[src/rtl/join_match_stage.sv]
// rtl/join_match_stage.sv - JOIN operand matching stage with direct-mapped matching store
//
// Single-operand packets (MF=0) pass straight through to the output register.
// Two-operand packets (MF=1) wait in a direct-mapped store indexed by
// dest[ADDR_W-1:0] until the partner with the same tag/dest and opposite port
// arrives, then leave as one merged operand-pair packet.
//
// Optional feature macro: JOIN_OCC_CNT_EN (adds WAIT_CNT occupancy output).
//
// Ports:
//   CP          clock, rising edge
//   MR          synchronous active-high reset
//   PACKET_IN   [37:27] tag, [26:20] dest, [19] port, [18] MF, [17:0] data
//   Send_in     upstream packet valid
//   Ack_out     stage can accept this cycle
//   PACKET_OUT  [53:43] tag, [42:36] dest, [35:18] left data, [17:0] right data
//   Send_out    output packet valid
//   Ack_in      downstream accepts
//   ERR         sticky collision flag
//   WAIT_CNT    number of valid store entries (JOIN_OCC_CNT_EN only)

module join_match_stage #(
    parameter int ADDR_W = 6
) (
    input  logic        CP,
    input  logic        MR,
    input  logic [37:0] PACKET_IN,
    input  logic        Send_in,
    output logic        Ack_out,
    output logic [53:0] PACKET_OUT,
    output logic        Send_out,
    input  logic        Ack_in,
    output logic        ERR
`ifdef JOIN_OCC_CNT_EN
    ,
    output logic [ADDR_W:0] WAIT_CNT
`endif
);

    localparam int DEPTH = 1 << ADDR_W;

    logic [10:0]       in_tag;
    logic [6:0]        in_dest;
    logic              in_port;
    logic              in_mf;
    logic [17:0]       in_data;
    logic [ADDR_W-1:0] idx;

    logic [DEPTH-1:0]  ent_valid;
    logic [10:0]       ent_tag  [DEPTH];
    logic [6:0]        ent_dest [DEPTH];
    logic              ent_port [DEPTH];
    logic [17:0]       ent_data [DEPTH];

    logic        accept;
    logic        key_hit;
    logic        do_pass;
    logic        do_store;
    logic        do_fire;
    logic        do_coll;
    logic        new_out;
    logic [53:0] new_pkt;

    assign in_tag  = PACKET_IN[37:27];
    assign in_dest = PACKET_IN[26:20];
    assign in_port = PACKET_IN[19];
    assign in_mf   = PACKET_IN[18];
    assign in_data = PACKET_IN[17:0];
    assign idx     = in_dest[ADDR_W-1:0];

    // Ready whenever the output register is empty or being drained this edge.
    assign Ack_out = !ERR && (!Send_out || Ack_in);
    assign accept  = Send_in && Ack_out;

    always_comb begin
        key_hit  = ent_valid[idx] && (ent_tag[idx] == in_tag) &&
                   (ent_dest[idx] == in_dest) && (ent_port[idx] != in_port);
        do_pass  = accept && !in_mf;
        do_store = accept && in_mf && !ent_valid[idx];
        do_fire  = accept && in_mf && key_hit;
        // Any occupied entry that is not our partner is a collision, including
        // a different dest aliasing onto the same index.
        do_coll  = accept && in_mf && ent_valid[idx] && !key_hit;
        new_out  = do_pass || do_fire;
        new_pkt  = {in_tag, in_dest, in_data, 18'h0};
        if (do_fire) begin
            if (in_port) begin
                new_pkt = {in_tag, in_dest, ent_data[idx], in_data};
            end else begin
                new_pkt = {in_tag, in_dest, in_data, ent_data[idx]};
            end
        end
    end

    // Control state: valid bits, error flag, output register.
    always_ff @(posedge CP) begin
        if (MR) begin
            ent_valid  <= '0;
            ERR        <= 1'b0;
            Send_out   <= 1'b0;
            PACKET_OUT <= '0;
        end else begin
            if (do_store) begin
                ent_valid[idx] <= 1'b1;
            end else if (do_fire) begin
                ent_valid[idx] <= 1'b0;
            end
            if (do_coll) begin
                ERR <= 1'b1;
            end
            if (new_out) begin
                Send_out   <= 1'b1;
                PACKET_OUT <= new_pkt;
            end else if (Send_out && Ack_in) begin
                Send_out <= 1'b0;
            end
        end
    end

    // Entry payload is never reset; the valid bit alone qualifies it.
    always_ff @(posedge CP) begin
        if (!MR && do_store) begin
            ent_tag[idx]  <= in_tag;
            ent_dest[idx] <= in_dest;
            ent_port[idx] <= in_port;
            ent_data[idx] <= in_data;
        end
    end

`ifdef JOIN_OCC_CNT_EN
    always_ff @(posedge CP) begin
        if (MR) begin
            WAIT_CNT <= '0;
        end else if (do_store) begin
            WAIT_CNT <= WAIT_CNT + (ADDR_W + 1)'(1);
        end else if (do_fire) begin
            WAIT_CNT <= WAIT_CNT - (ADDR_W + 1)'(1);
        end
    end
`endif

endmodule

[config.mk]
export PLATFORM = sky130hd
export DESIGN_NAME = join_match_stage
export DESIGN_NICKNAME = d
export VERILOG_FILES = /design/src/rtl/join_match_stage.sv
export SDC_FILE = /design/constraint.sdc
export NUM_CORES = 2
export LEC_CHECK = 0
export BUFFER_PORTS_ARGS = -buffer_cell sky130_fd_sc_hd__buf_2
export CORE_ASPECT_RATIO = 0.75
export CORE_MARGIN = 4
export CORE_UTILIZATION = 44
export CTS_BUF_LIST = sky130_fd_sc_hd__clkbuf_8 sky130_fd_sc_hd__clkbuf_16
export CTS_CLUSTER_DIAMETER = 100
export DETAILED_ROUTE_END_ITERATION = 16
export HOLD_SLACK_MARGIN = 0.03
export PLACE_DENSITY = 0.64
export SLEW_MARGIN = 10
export SYNTH_ARGS = -nofsm -noshare
export SYNTH_HDL_FRONTEND = slang
export SYNTH_SLANG_ARGS = --single-unit
[constraint.sdc]
create_clock -name CP -period 5.2 [get_ports CP]
set_input_delay 0.26 -clock CP [delete_from_list [all_inputs] [get_ports CP]]
set_output_delay 0.26 -clock CP [all_outputs]
set_load 0.05 [all_outputs]
# Word level (Yosys, flattened, before mapping)
# Memory sizes are Yosys's and may differ from the RTL's.
# Index checks and enable logic that the tools add are counted.
# W data, S select, Z words.
[totals]
memories = 4
in_bits = 42
reg_bits = 120
output_inout_bits = 57
mem_bits_rw = 2368
elab_cells = 52
[op_classes]
n_eq_ne = 3
reduce_logical = 24
magnitude_cmp = 2
bitwise_logic = 3
muxes = 12
[mem_list]
columns = ["name", "words", "word_bits", "rd", "rd_ports_with_merged_regs", "wr", "line", "rtl"]
rows = [
  ["ent_data", 64, 18, 1, 0, 1, "53", "logic [17:0] ent_data [DEPTH];"],
  ["ent_tag", 64, 11, 1, 0, 1, "50", "logic [10:0] ent_tag [DEPTH];"],
  ["ent_dest", 64, 7, 1, 0, 1, "51", "logic [6:0] ent_dest [DEPTH];"],
  ["ent_port", 64, 1, 1, 0, 1, "52", "logic ent_port [DEPTH];"],
]
[op_table]
columns = ["op", "n"]
rows = [
  ["$mux W64", 2],
  ["$mux W36", 2],
  ["$and A64 B64 Y64", 1],
  ["$not A64 Y64", 1],
  ["$or A64 B64 Y64", 1],
  ["$logic_and A1 B1 Y1", 14],
  ["$eq A11 B11 Y1", 1],
  ["$eq A7 B7 Y1", 1],
  ["$lt A6 B7 Y1 const B", 1],
  ["$bmux W1 S6", 1],
  ["$demux W1 S6", 1],
  ["$ge A6 B1 Y1 const B", 1],
  ["$logic_not A1 Y1", 6],
  ["$mux W1", 6],
  ["$reduce_bool A2 Y1", 2],
  ["$logic_or A1 B1 Y1", 2],
  ["$ne A1 B1 Y1", 1],
]

# Depth between registers and ports, before layout
[logic_depth]
ltp_word = 9
ltp_mapped = 20
mapped_depth_nobuf = 11

# Least setup slack after synthesis
# Ideal clock, no wire load.
[synth_timing]
path_kind = "input port to flip-flop"
from = "in PACKET_IN[22]"
to = "mem ent_data[0][0], enable pin"
t_required_ns = 4.767
n_path_buf = 6
setup_time_ns = 0.433
stages = 14
slack_ns = 0.322
arrival_ns = 4.445
path_cell_list = "buf_6 > buf_6 > buf_6 > buf_6 > buf_4 > buf_2 > mux2i_1 > a22oi_1 > a22oi_1 > o22ai_1 > nor4b_1 > nor3b_2 > nand2_1 > nor2_1"
[synth_via]
elab_chain_cells = 7
[synth_lines]
columns = ["item", "line", "rtl"]
rows = [
  ["start, declared", "27", "input logic [37:0] PACKET_IN,"],
  ["$bmux W1 S6", "79", "do_store = accept && in_mf && !ent_valid[idx];"],
  ["$mux W1 (not written as such)", "79", ""],
  ["$logic_not A1 Y1", "79", ""],
  ["$logic_and A1 B1 Y1", "79", ""],
  ["$logic_and A1 B1 Y1", "122", "if (!MR && do_store) begin"],
  ["$mux W1", "122", ""],
  ["$mux W1 (not written as such)", "126", "ent_data[idx] <= in_data;"],
  ["end, declared", "53", ""],
]
# Parallel ways exist; a longest one is shown, timed or not. The select of a mux whose other input is x is not followed.

==> summary.txt <==
Status: finished, final reports clean
Cell internal pwr: 31700 uW
Starting Density: 0.442
Antenna viol nets, final: 0
Drt pass-1 iters: 9
P_sw: 9200 uW
Worst path depth: 16
Worst R2R Start: ent_tag[45][8]
Unique masters post-synth: 83
Leak: 0.0362 uW
Synth Flop Type: edfxtp_1
MaxCap Viol Count: 0
Slowest cell on the critical path: o21ai_0
Mean post-synth cell area: 17.5 um2
Startpoint types: input pin
Gr usage total: 0.293
Fin. max-slew vios: 0
Synth warn: 0
CP startpoint: PACKET_IN[21]
Final instance area: 112000 um2
Max rail drop VDD: 315 uV
Final #Nets: 5930
Reg2Reg Depth: 12
Unrepaired setup endpoints after global routing: false
First-pass GRT wire length: 463 mm
CP max FO: 45
Post-synth top area cell: edfxtp_1
Comb pwr share: 0.064
CTS tree: done
FMAX: 195 MHz
Synth top area share: 0.741
Largest cells by area after synthesis: edfxtp_1 (74%), mux2i_1 (3.2%), a22oi_1 (2.6%)
Non-filler cells, final: 8999
Worst path bufs/invs: 5
Final setup vio count: 0
Core ar.: 217000 um2
PortBufs: 98
Ports: 99
Arr. time, crit path: 5.86 ns
Fin crit share: 0.985
Placed cell count: 8575
Clock group share of total power: 0.398
Largest net degree at the start of global routing: 85
Sw Ratio: 0.225
Routed wire length: 339 mm
CTS HTree Levels: 4
Flop pwr share: 0.537
Clock sink count: 2488
GRT overflow: 0
Die Wd: 547 um
Crit path max-delay family: simple AND/OR/NAND/NOR gates
Hold Fails Final Rpt: 0
Layout Utilization: 0.515
Worst-path cell chain: dlygate4sd3_1 -> buf_8 -> buf_12 -> nand2b_1 -> buf_12 -> o22ai_1 -> o21ai_0 -> a22oi_1 -> nand4_1 -> xor2_1 -> nor4_2 -> nand4_2 -> nor3_4 -> buf_4 -> a31oi_1 -> or2_1
Tmin final: 5.12 ns
Worst Hold Class: input pin to register
Area growth syn-to-layout: 16.5%
Crit path kind: input pin to register
CP required: 5.94 ns
Post-Synthesis Cells: 5485
CP Capture Type: register
Full die area: 226000 um2
CP dominant cell by count: buf_12
Post-synth net total: 5527
Vias: 59600
Root Driver: clkbuf_16
Routed WL per cell: 37.6 um
DRC: 0
Initial antenna violation count: 27
Clk_skew: 0.0489 ns
Fillers: 17100
Layout cell share with drive strength beyond 1: 0.208
Slew headroom: 0.179
Routed vias/inst: 6.63
Rows: 148
Placed standard-cell area: 105000 um2
Synth Cell Area: 95900 um2
Number of flops mapped to enable cells by yosys: 2368
P per Cell Area: 366 nW/um2
Clock-pin slew on the worst setup and hold paths: 0.07 ns
CTS buffer count: 225
Post-synthesis sequential area ratio: 0.766
Initial DRC count: 11200
Reg2Reg Setup Slack: 0.95 ns
Gpl congestion: 0.908
Number of global-route vias before repair: 55400
Async SR Flop Fraction: 0
Setup TNS: 0 ns
Die height: 412 um
Slew @ Worst Pin: 1.23 ns
Critical Path Max Stage Delay: 0.75 ns
Worst-Skew Late Latency: 0.88 ns
Multi-input gate area: 21100 um2
Yosys reg bits: 2488
Hpwl dp: 206 mm
Register area: 73500 um2
Clock buffer depth: 4
[placed cells by master, fill, tap and decap left out, drive strengths merged, types with 88 or more instances in the layout]
cell type  Yosys  final
a31oi        105    105
a221oi       257    257
edfxtp      2368   2368
mux4          88     88
clkbuf       155    240
nand2b       124    124
mux2i        304    304
o22ai         91     91
o21ai         91     91
a21oi        163    163
buf          234    554
a22oi        329    329
mux2         185    185
nand2        128    128
nor2         207    207
clkinv         1     99
dfxtp        120    120
[logic make-up (layout without fill, tap and decap cells)]
family	Yosys count	in the layout	synth area share
xor gates and xnor gates	13	13	0.00119
other	0	9	0
AOI/OAI and AO/OA	1292	1292	0.0988
and+or+nand+nor	718	718	0.0389
muxes	577	577	0.0742
buffers and inverters	397	977	0.0205
DFF	2488	2488	0.766
[final cells by class]
class | count | area share
Antenna cell | 9 | 0.000202
Clock buffer | 240 | 0.0524
Clock inverter | 164 | 0.0110
Inverter | 8 | 0.000336
Multi-Input combinational cell | 2600 | 0.189
Sequential cell | 2488 | 0.658
Tap cell | 2925 | 0.0327
Timing Repair Buffer | 565 | 0.0570
[how the worst min path moves through the flow]
stage / start / to / slack, ns / depth (start not counted)
6_report: PACKET_IN[11] / ent_data[29][11] / 0.08 / 2
5_1_grt: PACKET_IN[11] / ent_data[31][11] / 0.09 / 2
4_1_cts: PACKET_IN[1] / ent_data[25][1] / 0.05 / 2
3_5_place_dp: PACKET_OUT[6] / PACKET_OUT[6] / 0.45 / 2
3_3_place_gp: ERR / ERR / 0.46 / 2
2_1_floorplan: PACKET_IN[0] / ent_data[0][0] / 0.36 / 0
[stage by stage]
step / power (uW) / hold WS (ns) / setup WS (ns)
after CTS: 40800 / 0.0500 / 0.445
after floorplan: 23500 / 0.359 / 0.322
after detailed placement: 24900 / 0.455 / 0.132
after global routing: 41900 / 0.0949 / 0.0657
final: 40900 / 0.0780 / 0.0762
after global placement: 24900 / 0.460 / 0.161
[Yosys cell counts (9+ instances only)]
| master | instances |
|---|---|
| o21ai_0 | 89 |
| o22a_1 | 11 |
| buf_4 | 38 |
| and3b_1 | 9 |
| and3_1 | 16 |
| nor2_1 | 207 |
| o22ai_1 | 91 |
| o2bb2ai_1 | 14 |
| a31oi_1 | 105 |
| o211ai_1 | 38 |
| a21oi_1 | 163 |
| mux2i_1 | 304 |
| a221oi_1 | 256 |
| dfxtp_1 | 120 |
| nand3_1 | 50 |
| clkbuf_1 | 155 |
| a21o_1 | 13 |
| buf_6 | 23 |
| nand4_1 | 37 |
| nand2b_1 | 124 |
| buf_2 | 122 |
| mux4_2 | 88 |
| a22oi_1 | 329 |
| mux2_2 | 179 |
| nor3_1 | 13 |
| or2_1 | 51 |
| a221o_1 | 33 |
| o221ai_1 | 14 |
| buf_1 | 50 |
| a22o_1 | 72 |
| nor2b_1 | 19 |
| nand2_1 | 128 |
| edfxtp_1 | 2368 |
[routing by layer]
layer	global-route usage	up-vias	share of wire
met1	0.424	30300	0.38
met4	0.0777	12	0.033
met2	0.404	5287	0.41
li1	-	23300	-
met3	0.126	729	0.18
met5	0	-	0.00024
[registers in the layout, indices dropped and copies added, names as in the netlist, named ones only]
name,count
Send_out,1
ent_port,64
ERR,1
ent_data,1152
ent_dest,448
ent_tag,704
PACKET_OUT,54
[power by group through the flow]
stage | Combinational [uW] | Sequential [uW] | Clock, uW
after detailed placement | 2510 | 22400 | 0
after global routing | 2680 | 21900 | 17200
after floorplan | 1090 | 22400 | 0
after global placement | 2490 | 22400 | 0
after CTS | 2530 | 22000 | 16300
final | 2630 | 22000 | 16300
[repair_timing]
item,in CTS,in global routing
buffers inserted,0,0
gates resized for setup,0,0
hold buffers,11,0
endpoints found under the hold margin,146,0
No activity file was read; power rests on OpenSTA's default activity.
